$ cat src/rtl/baud_tick_gen_pkg.sv
// Shared constants for the programmable baud / tick divider.
// Holds the default widths, the minimum divisor and common baud divisors.
package clk_div_pkg;

    localparam int unsigned CNT_W_DEF   = 28;
    localparam int unsigned DIV_MIN     = 1;
    localparam int unsigned DIV_9600    = 10417;
    localparam int unsigned DIV_115200  = 868;
    localparam int unsigned OS_RATE_DEF = 16;

endpackage

$ cat src/rtl/baud_tick_gen_if.sv
// Control / status bundle between a divisor programmer and baud_tick_gen.
// master: drives enable, div_in, div_load; slave: drives busy, err, ticks.
// os_tick exists only when CLK_DIV_OS_EN is defined.
interface baud_tick_gen_if
    import clk_div_pkg::*;
#(
    parameter int unsigned CNT_W = CNT_W_DEF
);
    logic             enable;
    logic [CNT_W-1:0] div_in;
    logic             div_load;
    logic             div_busy;
    logic             div_err;
    logic             tick;
    logic             clk_out;
`ifdef CLK_DIV_OS_EN
    logic             os_tick;
`endif

    modport master (
        output enable,
        output div_in,
        output div_load,
`ifdef CLK_DIV_OS_EN
        input  os_tick,
`endif
        input  div_busy,
        input  div_err,
        input  tick,
        input  clk_out
    );

    modport slave (
        input  enable,
        input  div_in,
        input  div_load,
`ifdef CLK_DIV_OS_EN
        output os_tick,
`endif
        output div_busy,
        output div_err,
        output tick,
        output clk_out
    );

endinterface

$ cat src/rtl/baud_tick_gen_os_cnt.sv
// Oversample sub-counter 0..OS_RATE-1, advanced once per base period.
// Ports: clk_in, rst, i_adv (advance), i_clr (restart), o_last, o_half.
module clk_div_os_cnt #(
    parameter int unsigned OS_RATE = 16
) (
    input  logic clk_in,
    input  logic rst,
    input  logic i_adv,
    input  logic i_clr,
    output logic o_last,
    output logic o_half
);
    localparam int unsigned W =
        (OS_RATE > 1) ? $clog2(OS_RATE) : 1;

    logic [W-1:0] r_os_cnt;

    assign o_last = (r_os_cnt == W'(OS_RATE - 1));
    assign o_half = (r_os_cnt < W'(OS_RATE >> 1));

    always_ff @(posedge clk_in) begin
        if (rst) begin
            r_os_cnt <= '0;
        end else if (i_clr) begin
            r_os_cnt <= '0;
        end else if (i_adv) begin
            if (o_last) begin
                r_os_cnt <= '0;
            end else begin
                r_os_cnt <= r_os_cnt + 1'b1;
            end
        end
    end

endmodule

$ cat src/rtl/baud_tick_gen.sv
// Runtime-programmable divider: 1-cycle tick every div_act cycles plus a
// registered divided clock. Divisor reload is shadowed and committed at a
// period boundary. Ports: clk_in, rst (sync, active high), bus (slave).
// Optional oversampling stage enabled by macro CLK_DIV_OS_EN.
module baud_tick_gen
    import clk_div_pkg::*;
#(
    parameter int unsigned CNT_W       = CNT_W_DEF,
    parameter int unsigned DEFAULT_DIV = DIV_115200,
    parameter int unsigned OS_RATE     = OS_RATE_DEF
) (
    input  logic            clk_in,
    input  logic            rst,
    baud_tick_gen_if.slave  bus
);
    logic [CNT_W-1:0] r_cnt;
    logic [CNT_W-1:0] r_div_act;
    logic [CNT_W-1:0] r_div_pend;
    logic             r_busy;
    logic             r_err;
    logic             r_tick;
    logic             r_clk_out;

    logic [CNT_W-1:0] w_lim;
    logic             w_last;
    logic             w_load_ok;
    logic             w_load_bad;
    logic             w_wrap_main;
    logic             w_wrap;
    logic             w_idle_commit;
    logic             w_os_last;
    logic             w_half;

    // div_act is never 0, so the subtraction cannot underflow
    assign w_lim       = r_div_act - 1'b1;
    // >= also catches a count left out of range by a shrink
    assign w_last      = (r_cnt >= w_lim);
    assign w_load_ok   = bus.div_load &&
                         (bus.div_in >= CNT_W'(DIV_MIN));
    assign w_load_bad  = bus.div_load && !w_load_ok;
    assign w_wrap_main = bus.enable && w_last;
    assign w_wrap      = w_wrap_main && w_os_last;
    assign w_idle_commit = !w_load_ok && r_busy &&
                           !bus.enable;

`ifdef CLK_DIV_OS_EN
    logic w_os_half;
    logic r_os_tick;

    clk_div_os_cnt #(
        .OS_RATE (OS_RATE)
    ) u_os_cnt (
        .clk_in (clk_in),
        .rst    (rst),
        .i_adv  (w_wrap_main),
        .i_clr  (w_idle_commit),
        .o_last (w_os_last),
        .o_half (w_os_half)
    );

    assign w_half = w_os_half;

    always_ff @(posedge clk_in) begin
        if (rst) begin
            r_os_tick <= 1'b0;
        end else begin
            r_os_tick <= w_wrap_main;
        end
    end

    assign bus.os_tick = r_os_tick;
`else
    assign w_os_last = 1'b1;
    assign w_half    = (r_cnt < (r_div_act >> 1));
`endif

    always_ff @(posedge clk_in) begin
        if (rst) begin
            r_cnt      <= '0;
            r_div_act  <= CNT_W'(DEFAULT_DIV);
            r_div_pend <= '0;
            r_busy     <= 1'b0;
            r_err      <= 1'b0;
            r_tick     <= 1'b0;
            r_clk_out  <= 1'b0;
        end else begin
            r_err <= w_load_bad;

            if (bus.enable) begin
                if (w_last) begin
                    r_cnt <= '0;
                end else begin
                    r_cnt <= r_cnt + 1'b1;
                end
                r_tick    <= w_wrap;
                r_clk_out <= w_half;
            end else begin
                r_tick <= 1'b0;
            end

            // a load landing on a wrap takes effect at that wrap
            if (w_load_ok && w_wrap) begin
                r_div_act <= bus.div_in;
                r_busy    <= 1'b0;
            end else if (w_load_ok) begin
                r_div_pend <= bus.div_in;
                r_busy     <= 1'b1;
            end else if (r_busy && w_wrap) begin
                r_div_act <= r_div_pend;
                r_busy    <= 1'b0;
            end else if (w_idle_commit) begin
                r_div_act <= r_div_pend;
                r_busy    <= 1'b0;
                r_cnt     <= '0;
            end
        end
    end

    assign bus.div_busy = r_busy;
    assign bus.div_err  = r_err;
    assign bus.tick     = r_tick;
    assign bus.clk_out  = r_clk_out;

endmodule

$ cat src/flat_wrapper.sv
// flat-port wrapper written by rule: the top's interface ports become plain ports
module baud_tick_gen_flat import clk_div_pkg::*;
#(
    parameter int unsigned CNT_W       = CNT_W_DEF,
    parameter int unsigned DEFAULT_DIV = DIV_115200,
    parameter int unsigned OS_RATE     = OS_RATE_DEF
)
  (clk_in, rst, bus_enable, bus_div_in, bus_div_load, bus_div_busy, bus_div_err, bus_tick, bus_clk_out);
  baud_tick_gen_if #(.CNT_W(CNT_W)) bus_i ();
  input  logic clk_in;
  input  logic rst;
  input wire logic [$bits(bus_i.enable)-1:0] bus_enable;
  input wire logic [$bits(bus_i.div_in)-1:0] bus_div_in;
  input wire logic [$bits(bus_i.div_load)-1:0] bus_div_load;
  output wire logic [$bits(bus_i.div_busy)-1:0] bus_div_busy;
  output wire logic [$bits(bus_i.div_err)-1:0] bus_div_err;
  output wire logic [$bits(bus_i.tick)-1:0] bus_tick;
  output wire logic [$bits(bus_i.clk_out)-1:0] bus_clk_out;
  assign bus_i.enable = bus_enable;
  assign bus_i.div_in = bus_div_in;
  assign bus_i.div_load = bus_div_load;
  assign bus_div_busy = bus_i.div_busy;
  assign bus_div_err = bus_i.div_err;
  assign bus_tick = bus_i.tick;
  assign bus_clk_out = bus_i.clk_out;
  baud_tick_gen #(.CNT_W(CNT_W), .DEFAULT_DIV(DEFAULT_DIV), .OS_RATE(OS_RATE)) u_core (.clk_in(clk_in), .rst(rst), .bus(bus_i));
endmodule
$ cat config.mk
export PLATFORM = sky130hd
export DESIGN_NAME = baud_tick_gen_flat
export DESIGN_NICKNAME = d
export VERILOG_FILES = /design/src/rtl/baud_tick_gen_pkg.sv /design/src/rtl/baud_tick_gen_if.sv /design/src/rtl/baud_tick_gen_os_cnt.sv /design/src/rtl/baud_tick_gen.sv /design/src/flat_wrapper.sv
export SDC_FILE = /design/constraint.sdc
export NUM_CORES = 1
export LEC_CHECK = 0
export BUFFER_PORTS_ARGS = -buffer_cell sky130_fd_sc_hd__buf_2
export CORE_ASPECT_RATIO = 0.8
export CORE_MARGIN = 4
export CORE_UTILIZATION = 30
export DETAILED_ROUTE_END_ITERATION = 6
export SYNTH_ARGS = -nofsm -noshare
export SYNTH_HDL_FRONTEND = slang
export SYNTH_SLANG_ARGS = --single-unit
$ cat constraint.sdc
create_clock -name clk_in -period 3.6 [get_ports clk_in]
set_input_delay 0.36 -clock clk_in [delete_from_list [all_inputs] [get_ports clk_in]]
set_output_delay 0.36 -clock clk_in [all_outputs]
set_load 0.005 [all_outputs]
Word-level counts from Yosys, hierarchy flattened

Index checks and enable logic that the tools add are counted.

Mux-type cells: 13
Equality and inequality tests: 1
Add/sub/neg operators: 2
Magnitude comparators: 3
Bitwise gates (word level): 2
Reduce and logical (&&, ||, !) cells: 15

Operators by type and width:

| kind                                                                                 | number |
|---|---|
| 28-bit 2-to-1 mux                                                                    | 10 |
| 28-bit by 1-bit adder with 28-bit output, second input constant                      | 1 |
| 28-bit by 1-bit greater-or-equal comparator with 1-bit output, second input constant | 1 |
| 28-bit greater-or-equal comparator                                                   | 1 |
| 28-bit by 27-bit less-than comparator with 1-bit output                              | 1 |
| 28-bit by 1-bit subtractor with 28-bit output, second input constant                 | 1 |
| 1-bit logical AND                                                                    | 7 |
| 3-bit nonzero test                                                                   | 2 |
| 2-bit AND reduction                                                                  | 2 |
| 2-bit OR reduction                                                                   | 2 |
| 1-bit 2-to-1 mux                                                                     | 3 |
| 1-bit zero test                                                                      | 2 |
| 2-bit inequality test, second input constant                                         | 1 |
| 1-bit inverter                                                                       | 2 |

Register bits after elaboration: 88
Logic and storage cells: 43
Output and inout bits: 4

Longest topological paths before layout

Gate-level depths: netlist of run 1.

Depth after elaboration: 9
Mapped depth: 19
Mapped depth without buffers: 17

Worst setup path after synthesis of run 1

No wires, ideal clock.

Path kind: register to register
Start point: register u_core.r_div_act[0]
End point: register u_core.r_div_act[5]
Library setup time: 0.119 ns
Stages on the path, launching flop included: 18
Path buffers: 0
Required time: 3.481 ns
Period minus slack after synthesis: 3.858 ns
Data arrival time: 3.739 ns
Path slack: -0.258 ns
Cell sequence: dfxtp_1 -> inv_1 -> ha_1 -> or4b_4 -> nor3b_4 -> nand2_2 -> nor4_4 -> nand2_2 -> nor4_2 -> xnor2_1 -> ha_1 -> nand4_1 -> nor4_2 -> o211ai_1 -> o211ai_4 -> nand2_2 -> or2_1 -> o221a_1

Word-level cells in the longest chain between the ends: 7
Elaborated cells between the ends (all ways): 11
Those cells by class: add/sub (1); order compare (1); eq/ne (1); mux (3); reduce/logical (5)

Ends and longest elaborated chain:

| item                                              | line                 | text |
|---|---|---|
| start: declaration                                | baud_tick_gen.sv:17  | `logic [CNT_W-1:0] r_div_act;` |
| start signal: assignment                          | baud_tick_gen.sv:80  | `r_div_act <= CNT_W'(DEFAULT_DIV);` |
| start signal: assignment                          | baud_tick_gen.sv:103 | `r_div_act <= bus.div_in;` |
| start signal: assignment                          | baud_tick_gen.sv:109 | `r_div_act <= r_div_pend;` |
| 28-bit by 1-bit subtractor with 28-bit output (*) | baud_tick_gen.sv:35  | `assign w_lim = r_div_act - 1'b1;` |
| 28-bit greater-or-equal comparator (*)            | baud_tick_gen.sv:37  | `assign w_last = (r_cnt >= w_lim);` |
| 1-bit logical AND (*)                             | baud_tick_gen.sv:41  | `assign w_wrap_main = bus.enable && w_last;` |
| 1-bit logical AND                                 | baud_tick_gen.sv:108 | `end else if (r_busy && w_wrap) begin` |
| 28-bit 2-to-1 mux                                 | baud_tick_gen.sv:108 |  |
| 28-bit 2-to-1 mux                                 | baud_tick_gen.sv:105 | `end else if (w_load_ok) begin` |
| 28-bit 2-to-1 mux                                 | baud_tick_gen.sv:102 | `if (w_load_ok && w_wrap) begin` |

Mark *: on every way between the ends. The rest lies on a longest branch, timed or not. The select of a mux whose other input is x is not followed.
A chain may end at the register's enable or synchronous reset.

Worst setup path after layout of run 1

Start point: register u_core.r_div_act[0]
End point: register u_core.r_div_pend[15]

Word-level cells in the longest chain between the ends: 6

Ends and longest elaborated chain:

| item                                          | line                 | text |
|---|---|---|
| 28-bit by 1-bit subtractor with 28-bit output | baud_tick_gen.sv:35  |  |
| 28-bit greater-or-equal comparator            | baud_tick_gen.sv:37  |  |
| 1-bit logical AND                             | baud_tick_gen.sv:41  |  |
| 1-bit logical AND                             | baud_tick_gen.sv:102 |  |
| 1-bit inverter (no source line)               | n/a                  |  |
| 2-bit AND reduction (no source line)          | n/a                  |  |
| end signal: assignment                        | baud_tick_gen.sv:106 | `r_div_pend <= bus.div_in;` |
| end: declaration                              | baud_tick_gen.sv:18  | `logic [CNT_W-1:0] r_div_pend;` |

Every way passes these cells.

==> results.txt, run 1 <==
The run finished, with violations left. The checks that failed: setup timing. The largest incremental delay on the critical path is approximately 0.48 ns. The number of buffers inserted for hold repair after clock tree synthesis came out at 0. Of the synthesized area, sequential elements account for 0.331. The clock-pin slew on the worst setup and hold paths is roughly 0.07 ns.

The initial antenna violation count came out at 0. The average wire per cell in the routed design is approximately 15 microns. The worst setup path is launched from a flip-flop. CTS built an H-tree with a depth of 3. The arrival time of the worst setup path is between 4 and 5 ns. The number of placement rows came out at 43.

The final count of hold timing violations came to 0. For this design, the slowest cell found on the critical path is sky130_fd_sc_hd__or4b_4. The slew at the pin closest to its max-slew limit is 0.844 ns. The unique cell type count in the Yosys netlist came out at 56.

Across the run, the number of max-cap violations was 0. The wire length of the first global-routing pass came out at 22,400 microns. The total number of nets in the final design came out at ~800. The critical path required time came out at 3.81 ns. When the netlist entered floorplanning its net count stood at 701. The post-placement cell area came out at slightly above 0.006 sq mm. The average cell area after synthesis came out at just under 9 sq um. The gate count of the mapped netlist is 613. The async set-reset flop share out of synthesis is 0. The antenna diode count came out at 0.

Clock tree synthesis selected as its root buffer the cell sky130_fd_sc_hd__clkbuf_16. The cell count after placement is between 900 and 1,000. The final cell count without fillers came out at 940. The TritonCTS clock tree is yes. The clock drives just under 90 sinks. The total overflow reported by the global router came out at 0. In this run the worst hold path is classified as in -> reg.

The final worst clock skew came out at approximately 0.01 ns. Clock tree synthesis inserted a total of 9 buffers. The post-route DRC violation count came out at 0. In this run the power density over the cells is roughly 360 mW/mm^2. The height of the die is ~130 microns. In this run, the number of DRC markers left after iteration 0 of detailed routing was approximately 260. The share of the clock period used by the worst path after layout is 1.11.

The initial cell density of the core came out at 0.306. The count of port buffers added during placement is 35. The worst-case setup margin in the final layout is -0.405 ns.

The critical path goes through inv_2, ha_4, or4b_4, nor3b_4, nand2_2, nor4_4, nand2_2, nor4_4, xnor2_1, ha_1, nand4_1, buf_4, nor2_1, a22oi_1, buf_4, o211ai_4, buf_6, a21oi_4, clkbuf_16, mux2i_1, nor2_1. The via count of the first global-routing pass is between 4,000 and 5,000. The worst pin sits at a relative slew slack of 0.437. The synthesis-to-layout area growth is 29.9%. The pin count of the biggest net entering global routing is 42.

Setup violations remaining at the end of the flow were counted as 85. The number of enable-type register cells in the synthesized netlist is 0. The maximum fanout count along the critical path is 6. The synthesis warning total came out at 0. The number of max-slew violations in the final report came to 0. The total wire length came out at ~14,000 microns. The total via count after detailed routing is 4,616. By area the synthesized netlist is led by sky130_fd_sc_hd__dfxtp_1, sky130_fd_sc_hd__ha_1, sky130_fd_sc_hd__nor2_1, sky130_fd_sc_hd__xnor2_1, sky130_fd_sc_hd__mux2i_1. STA classifies the critical path endpoint as a flip-flop. Counting the fill cells in the layout gives between 1,500 and 2,000. The horizontal die dimension came out at roughly 160 microns. The half-perimeter wire length of the detailed placement result is approximately 10,000 microns. Summed over all instances, the cell type with the most area after synthesis is sky130_fd_sc_hd__dfxtp_1. The leakage power of the design came out at 2.92 nW. The I/O pin total came out at 36.

The worst slack at placement is -0.435 ns. The maximum buffer depth of the clock tree came out at 2. In the final layout, the share of cells above drive strength 1 is 0.238. The total die area came out at roughly 0.020 sq mm. The worst vdd rail ir drop is 254 uV. The flip-flop and latch count after synthesis came out at ~90. Based on the critical path, the design can be clocked at up to between 0.2 and 0.25 GHz.

The all-layer global routing usage came out at 0.139. The post-detailed-route count of antenna-violating nets came out at 0. The post-route cell area came out at 0.00691 sq mm. The accumulated negative setup slack came out at -26.43 ns.

The area share of the largest cell type after synthesis is 0.331. The final weighted congestion in routability-driven placement came out at 0.819. The worst setup path is of the reg -> reg kind. At the end of the flow the core is filled with cells to 0.398. The vias per cell is 4.91. The region available for standard cell placement spans 0.0174 sq mm. The shortest clock period the worst path allows after layout came out at ~4.0 ns. The most used flip-flop cell after synthesis is sky130_fd_sc_hd__dfxtp_1. Setup repair after global routing could not meet its margin everywhere. The later pin in the worst-skew pair is clocked with a latency of approximately 0.35 ns. The synthesized area came out at 0.00532 sq mm. The number of detailed-route iterations in the first pass came out at 4.
synthesized netlist by cell type (all sizes together), types with 5 or more instances:
master and count:
nand2 35, clkbuf 9, mux2i 28, nand3 14, nor4 18, ha 56, o221a 5, a21o 6
o22ai 25, nor3 30, a21oi 20, nand4 14, dfxtp 88, buf 10, xor2 18, o21ai 15
inv 33, xnor2 33, nor2 110, or3 7
through the flow:
step / total power [mW] / hold slack (ns)
global placement: 1.39 / 0.470
detailed placement: 1.40 / 0.478
CTS: 2.48 / 0.272
floorplan: 1.27 / 0.453
finish: 2.52 / 0.275
global route: 2.62 / 0.286
cell usage in the layout, fill, tap and decap left out, types with 14 or more instances in the layout:
cell type                   synthesis  layout
sky130_fd_sc_hd__nor2_1           110     110
sky130_fd_sc_hd__dfxtp_1           88      86
sky130_fd_sc_hd__ha_1              56      55
sky130_fd_sc_hd__buf_4              5      49
sky130_fd_sc_hd__buf_2              2      35
sky130_fd_sc_hd__xnor2_1           33      32
sky130_fd_sc_hd__inv_1             33      31
sky130_fd_sc_hd__nand2_1           31      30
sky130_fd_sc_hd__mux2i_1           28      27
sky130_fd_sc_hd__nor3_1            29      23
sky130_fd_sc_hd__a21oi_1           19      19
sky130_fd_sc_hd__xor2_1            18      18
sky130_fd_sc_hd__o22ai_1           25      16
sky130_fd_sc_hd__nand3_1           14      14
sky130_fd_sc_hd__clkbuf_16          0      14
cell type report:
| cell class | count | area [sq um] | area share |
|---|---|---|---|
| timing repair buffer | 104 | 881 | 0.127 |
| tap | 225 | 282 | 0.0407 |
| sequential | 88 | 1760 | 0.255 |
| clock inverter | 6 | 97.6 | 0.0141 |
| multi-input combinational | 474 | 3530 | 0.510 |
| clock buffer | 10 | 239 | 0.0346 |
| inverter | 33 | 124 | 0.0179 |
registers in the layout, indices dropped and copies added (netlist names):
signal / cells
u_core.r_div_act: 28
u_core.bus.tick: 1
u_core.bus.div_busy: 1
u_core.r_cnt: 28
u_core.r_div_pend: 28
u_core.bus.clk_out: 1
u_core.bus.div_err: 1
critical path, delay by kind of cell (launching register included):
| kind | cells | cell delay [ns] |
|---|---|---|
| AND/OR/NAND/NOR | 9 | 1.46 |
| multiplexers | 1 | 0.20 |
| adder cells (fa/ha/maj) | 2 | 0.38 |
| AO/OA/AOI/OAI | 3 | 0.58 |
| XOR/XNOR | 1 | 0.15 |
| flip-flops | 1 | 0.34 |
| buffers and inverters | 5 | 0.73 |
cells by family (layout without fill, tap and decap cells):
kind of cell	count (synthesis)	in the layout	share of synthesized area
compound gates	86	87	0.113
xor+xnor	51	51	0.0839
fa+ha+maj	56	56	0.132
buf+inv	52	153	0.0449
flops	88	88	0.331
mux	28	28	0.0526
simple gates	252	252	0.243
power breakdown:
| group | internal [mW] | switching, mW |
|---|---|---|
| logic | 0.187 | 0.192 |
| registers | 1.02 | 0.0410 |
| clock network | 0.639 | 0.446 |
layer usage:
layer  up-vias  part of all wire  global-route usage  wire (microns)
li1       2387                 -                   -               -
met1      2128              0.54               0.222            7700
met2        93              0.41               0.190            5790
met3         8             0.040              0.0264             567
met4         0            0.0073              0.0286             103
met5         -                 0                   0               0
timing repair:
item                       in CTS  in global routing
setup endpoints to repair      85                 86
gates cloned                    0                  8
buffers inserted                5                  6
resized for setup               4                 32
pin swaps                       6                 17
final timing paths:
check	start	to	slack [ns]	cells past startpoint
worst max register to register	u_core.r_div_act[0]	u_core.r_div_pend[15]	-0.40	21
worst min-delay path	bus_div_in[24]	u_core.r_div_pend[24]	0.28	3
worst max-delay path	u_core.r_div_act[0]	u_core.r_div_pend[15]	-0.40	21
worst min register to register	u_core.r_div_pend[8]	u_core.r_div_pend[8]	0.49	2
Power figures use the tool's default switching activity.
==> run 2, diff against run 1 <==
Settings changed: CAP_MARGIN set to 20.
Clock period 3.6 ns to 5.1 ns, I/O delays scaled along.
==> results.txt, run 2 (synthesis gave the netlist of run 1 again) <==
The shortest clock period the worst path allows after layout is 4.42 ns (+0.413 ns). The largest registers in the layout are u_core.r_cnt x28, u_core.r_div_act x28, u_core.r_div_pend x28. The layout cell share with drive strength beyond 1 was 0.124 (-0.113). The tightest slew margin relative to the limit is 0.595 (+0.158). Broken down by cell family, the worst path's largest delay share belongs to simple AND/OR/NAND/NOR gates.

The number of placement rows is 43 (unchanged). The initial cell density of the core was 0.306 (unchanged). The number of max-slew violations in the final report came out at 0 (unchanged). The slew at the pin closest to its max-slew limit came out at 0.593 ns (-0.252 ns). The final worst clock skew is 0.0117 ns (+0.00198 ns). The total number of nets in the final design is 734 (-8.0%).

The total clock sinks is 88 (unchanged). The leakage power of the design is 2.50 nW (-14%). The TritonCTS buffer count is 9 (unchanged). The pin count of the biggest net entering global routing is 37 (-12%). The worst-case setup margin in the final layout came out at 0.682 ns (+1.09 ns).

The cell area power density is 279 mW/mm^2 (-24%). The total overflow reported by the global router came out at 0 (unchanged). The half-perimeter wire length of the detailed placement result is 9450 microns (-6.8%). The post-detailed-route count of antenna-violating nets came out at 0 (unchanged). The maximum clock frequency came out at 0.226 GHz (-9.3%).

The maximum buffer depth of the clock tree is 2 (unchanged). The cell sitting at the root of the clock tree is a sky130_fd_sc_hd__clkbuf_16. The min-delay analysis places its worst path in the category in -> reg. The total die area is 0.0200 sq mm (unchanged). The arrival time of the worst setup path came out at 4.65 ns (+0.44 ns). The post-CTS setup buffer count was 0 (-5). The post-route cell area came out at 0.00607 sq mm (-12%). The clock-pin slew on the worst setup and hold paths is 0.07 ns (about the same). The worst hold path begins at bus_div_in[19]. The internal power summed over all cells came out at 1.26 mW (-32%). The final weighted congestion in routability-driven placement is 0.839 (+2.4%). The accumulated negative setup slack came out at 0 ns (+26.43 ns). The core outline area came out at 0.0174 sq mm (unchanged).

TritonCTS built the clock tree. The source of the critical timing path is u_core.r_div_act[0]. The number of detailed-route iterations in the first pass is 4 (unchanged). The critical-path cell with the highest stage delay is sky130_fd_sc_hd__or4b_4. The number of buffers inserted for hold repair after clock tree synthesis came to 0 (unchanged). The smallest hold slack came out at 0.435 ns (+0.159 ns).

The post-placement cell area came out at 0.00573 sq mm (-6.5%). The DRC marker count from the first detailed-route iteration was 292 (+11%). The most common library cell in the layout ignoring fill and taps is sky130_fd_sc_hd__nor2_1. The total power consumption of the routed design is 1.69 mW (-33%). The vias per cell is 4.90 (-0.30%). The post-route DRC violation count came to 0 (unchanged).

The total via count after detailed routing is 4,289 (-7.1%). The critical path required time is 5.33 ns (+1.52 ns). The via count of the first global-routing pass is 3,948 (-9.2%). The I/O pin total is 36 (unchanged). Setup repair after global routing left no endpoint under its margin. The count of port buffers added during placement came out at 35 (unchanged). The horizontal die dimension was 157 microns (unchanged). The average wire per cell in the routed design came out at 14.2 microns (-5.6%).

In the layout the commonest cells are sky130_fd_sc_hd__nor2_1, sky130_fd_sc_hd__dfxtp_1, sky130_fd_sc_hd__ha_1, sky130_fd_sc_hd__buf_2. The worst vdd rail ir drop is 181 uV (-29%). The signal on the critical path passes through inv_1, ha_1, or4b_4, nor3b_4, nand2_2, nor4_4, nand2_2, nor4_2, xnor2_1, ha_1, nand4_1, nor4_2, o211ai_1, o211ai_4, o21ai_2, buf_4, or3_1, o221a_1.

The switching portion of total power came out at 0.255 (-0.0148). The part of the total power dissipated in combinational logic came out at 0.112 (-0.039). The startpoint of the lowest-slack register-to-register path is u_core.r_div_act[0]. The antenna diode count came out at 0 (unchanged). The clock latency on the worst-skew pair is 0.35 ns (about the same). The share of the clock period used by the worst path after layout is 0.866 (-0.246).

The number of endpoints failing setup at the final stage is 0 (-100%). The initial antenna violation count is 0 (unchanged). The all-layer global routing usage is 0.131 (-0.00805).

The sequential cell fraction of total power is 0.444 (+0.025). The largest incremental delay on the critical path was 0.51 ns (+0.03 ns). The total wire length is 12,500 microns (-12%). STA classifies the critical path startpoint as a flip-flop. The synthesis-to-layout area growth came out at 14.0%. The final count of hold timing violations came out at 0 (unchanged). The total of max-cap violations was 0 (unchanged). The maximum fanout count along the critical path is 28 (+22). The number of gates given a new drive strength after cts is 0 (-4).

The clock group share of total power was 0.445 (+0.015). The height of the die is 127 microns (unchanged). The wire length of the first global-routing pass is 21,200 microns (-5.4%). The worst setup path is captured at a flip-flop. The flow ran to the end, and the final reports show no timing, DRC or antenna violations.

The net switching power figure is 431 uW (-37%). The number of buffer and inverter stages on the critical path was 2 (-3). The H-tree depth is 3 (unchanged). The worst slack at placement came to 0.695 ns (+1.13 ns). The setup path with the least slack is of type reg -> reg.
run 2: cell count changes in the layout (fill, tap and decap cells not counted), sizes merged:
cell,before,now
clkbuf,15,11
clkinv,1,0
clkinvlp,0,1
buf,99,41
inv,36,35
o21ai,16,15
run 2: routing by layer:
metal | vias up | track usage | share of wire
met5 | - | 0 | 0
met4 | 0 | 0.0306 | 0.0093
met2 | 74 | 0.180 | 0.39
li1 | 2246 | - | -
met3 | 9 | 0.0234 | 0.045
met1 | 1960 | 0.207 | 0.55
run 2: power groups by stage:
stage | Clock [mW] | Sequential [mW] | Combinational (mW)
6_report | 0.753 | 0.751 | 0.189
5_1_grt | 0.798 | 0.756 | 0.214
4_1_cts | 0.770 | 0.751 | 0.191
3_5_place_dp | 0 | 0.767 | 0.189
3_3_place_gp | 0 | 0.767 | 0.188
2_1_floorplan | 0 | 0.755 | 0.141
run 2: cell type report:
type	instances	area, sq um
clock buffers	11	253
clock inverters	5	85.1
multi-input cells	473	3330
fillers	1797	11300
well taps	225	282
repair buffers	41	233
inverters	33	124
flip-flops and latches	88	1760
run 2: worst paths after layout:
| check | to | slack (ns) | cells past startpoint |
|---|---|---|---|
| setup / recovery | u_core.r_div_act[8] | 0.68 | 18 |
| hold / removal | u_core.r_div_pend[19] | 0.43 | 3 |
| setup reg to reg | u_core.r_div_act[8] | 0.68 | 18 |
| hold reg to reg | u_core.r_div_pend[5] | 0.49 | 2 |
run 2: metrics by stage:
step	utilization	cells
global route	0.349	876
CTS	0.349	876
global placement	0.330	860
detailed placement	0.330	860
finish	0.349	876
floorplan	-	613
run 2: worst register-to-register path, cell delays in order, from the launching register on:
cell and delay, ns:
sky130_fd_sc_hd__dfxtp_1 0.34, sky130_fd_sc_hd__inv_1 0.09, sky130_fd_sc_hd__ha_1 0.20, sky130_fd_sc_hd__or4b_4 0.51, sky130_fd_sc_hd__nor3b_4 0.29, sky130_fd_sc_hd__nand2_2 0.12, sky130_fd_sc_hd__nor4_4 0.25, sky130_fd_sc_hd__nand2_2 0.10
sky130_fd_sc_hd__nor4_2 0.17, sky130_fd_sc_hd__xnor2_1 0.10, sky130_fd_sc_hd__ha_1 0.30, sky130_fd_sc_hd__nand4_1 0.16, sky130_fd_sc_hd__nor4_2 0.35, sky130_fd_sc_hd__o211ai_1 0.22, sky130_fd_sc_hd__o211ai_4 0.33, sky130_fd_sc_hd__o21ai_2 0.08
sky130_fd_sc_hd__buf_4 0.23, sky130_fd_sc_hd__or3_1 0.35, sky130_fd_sc_hd__o221a_1 0.13
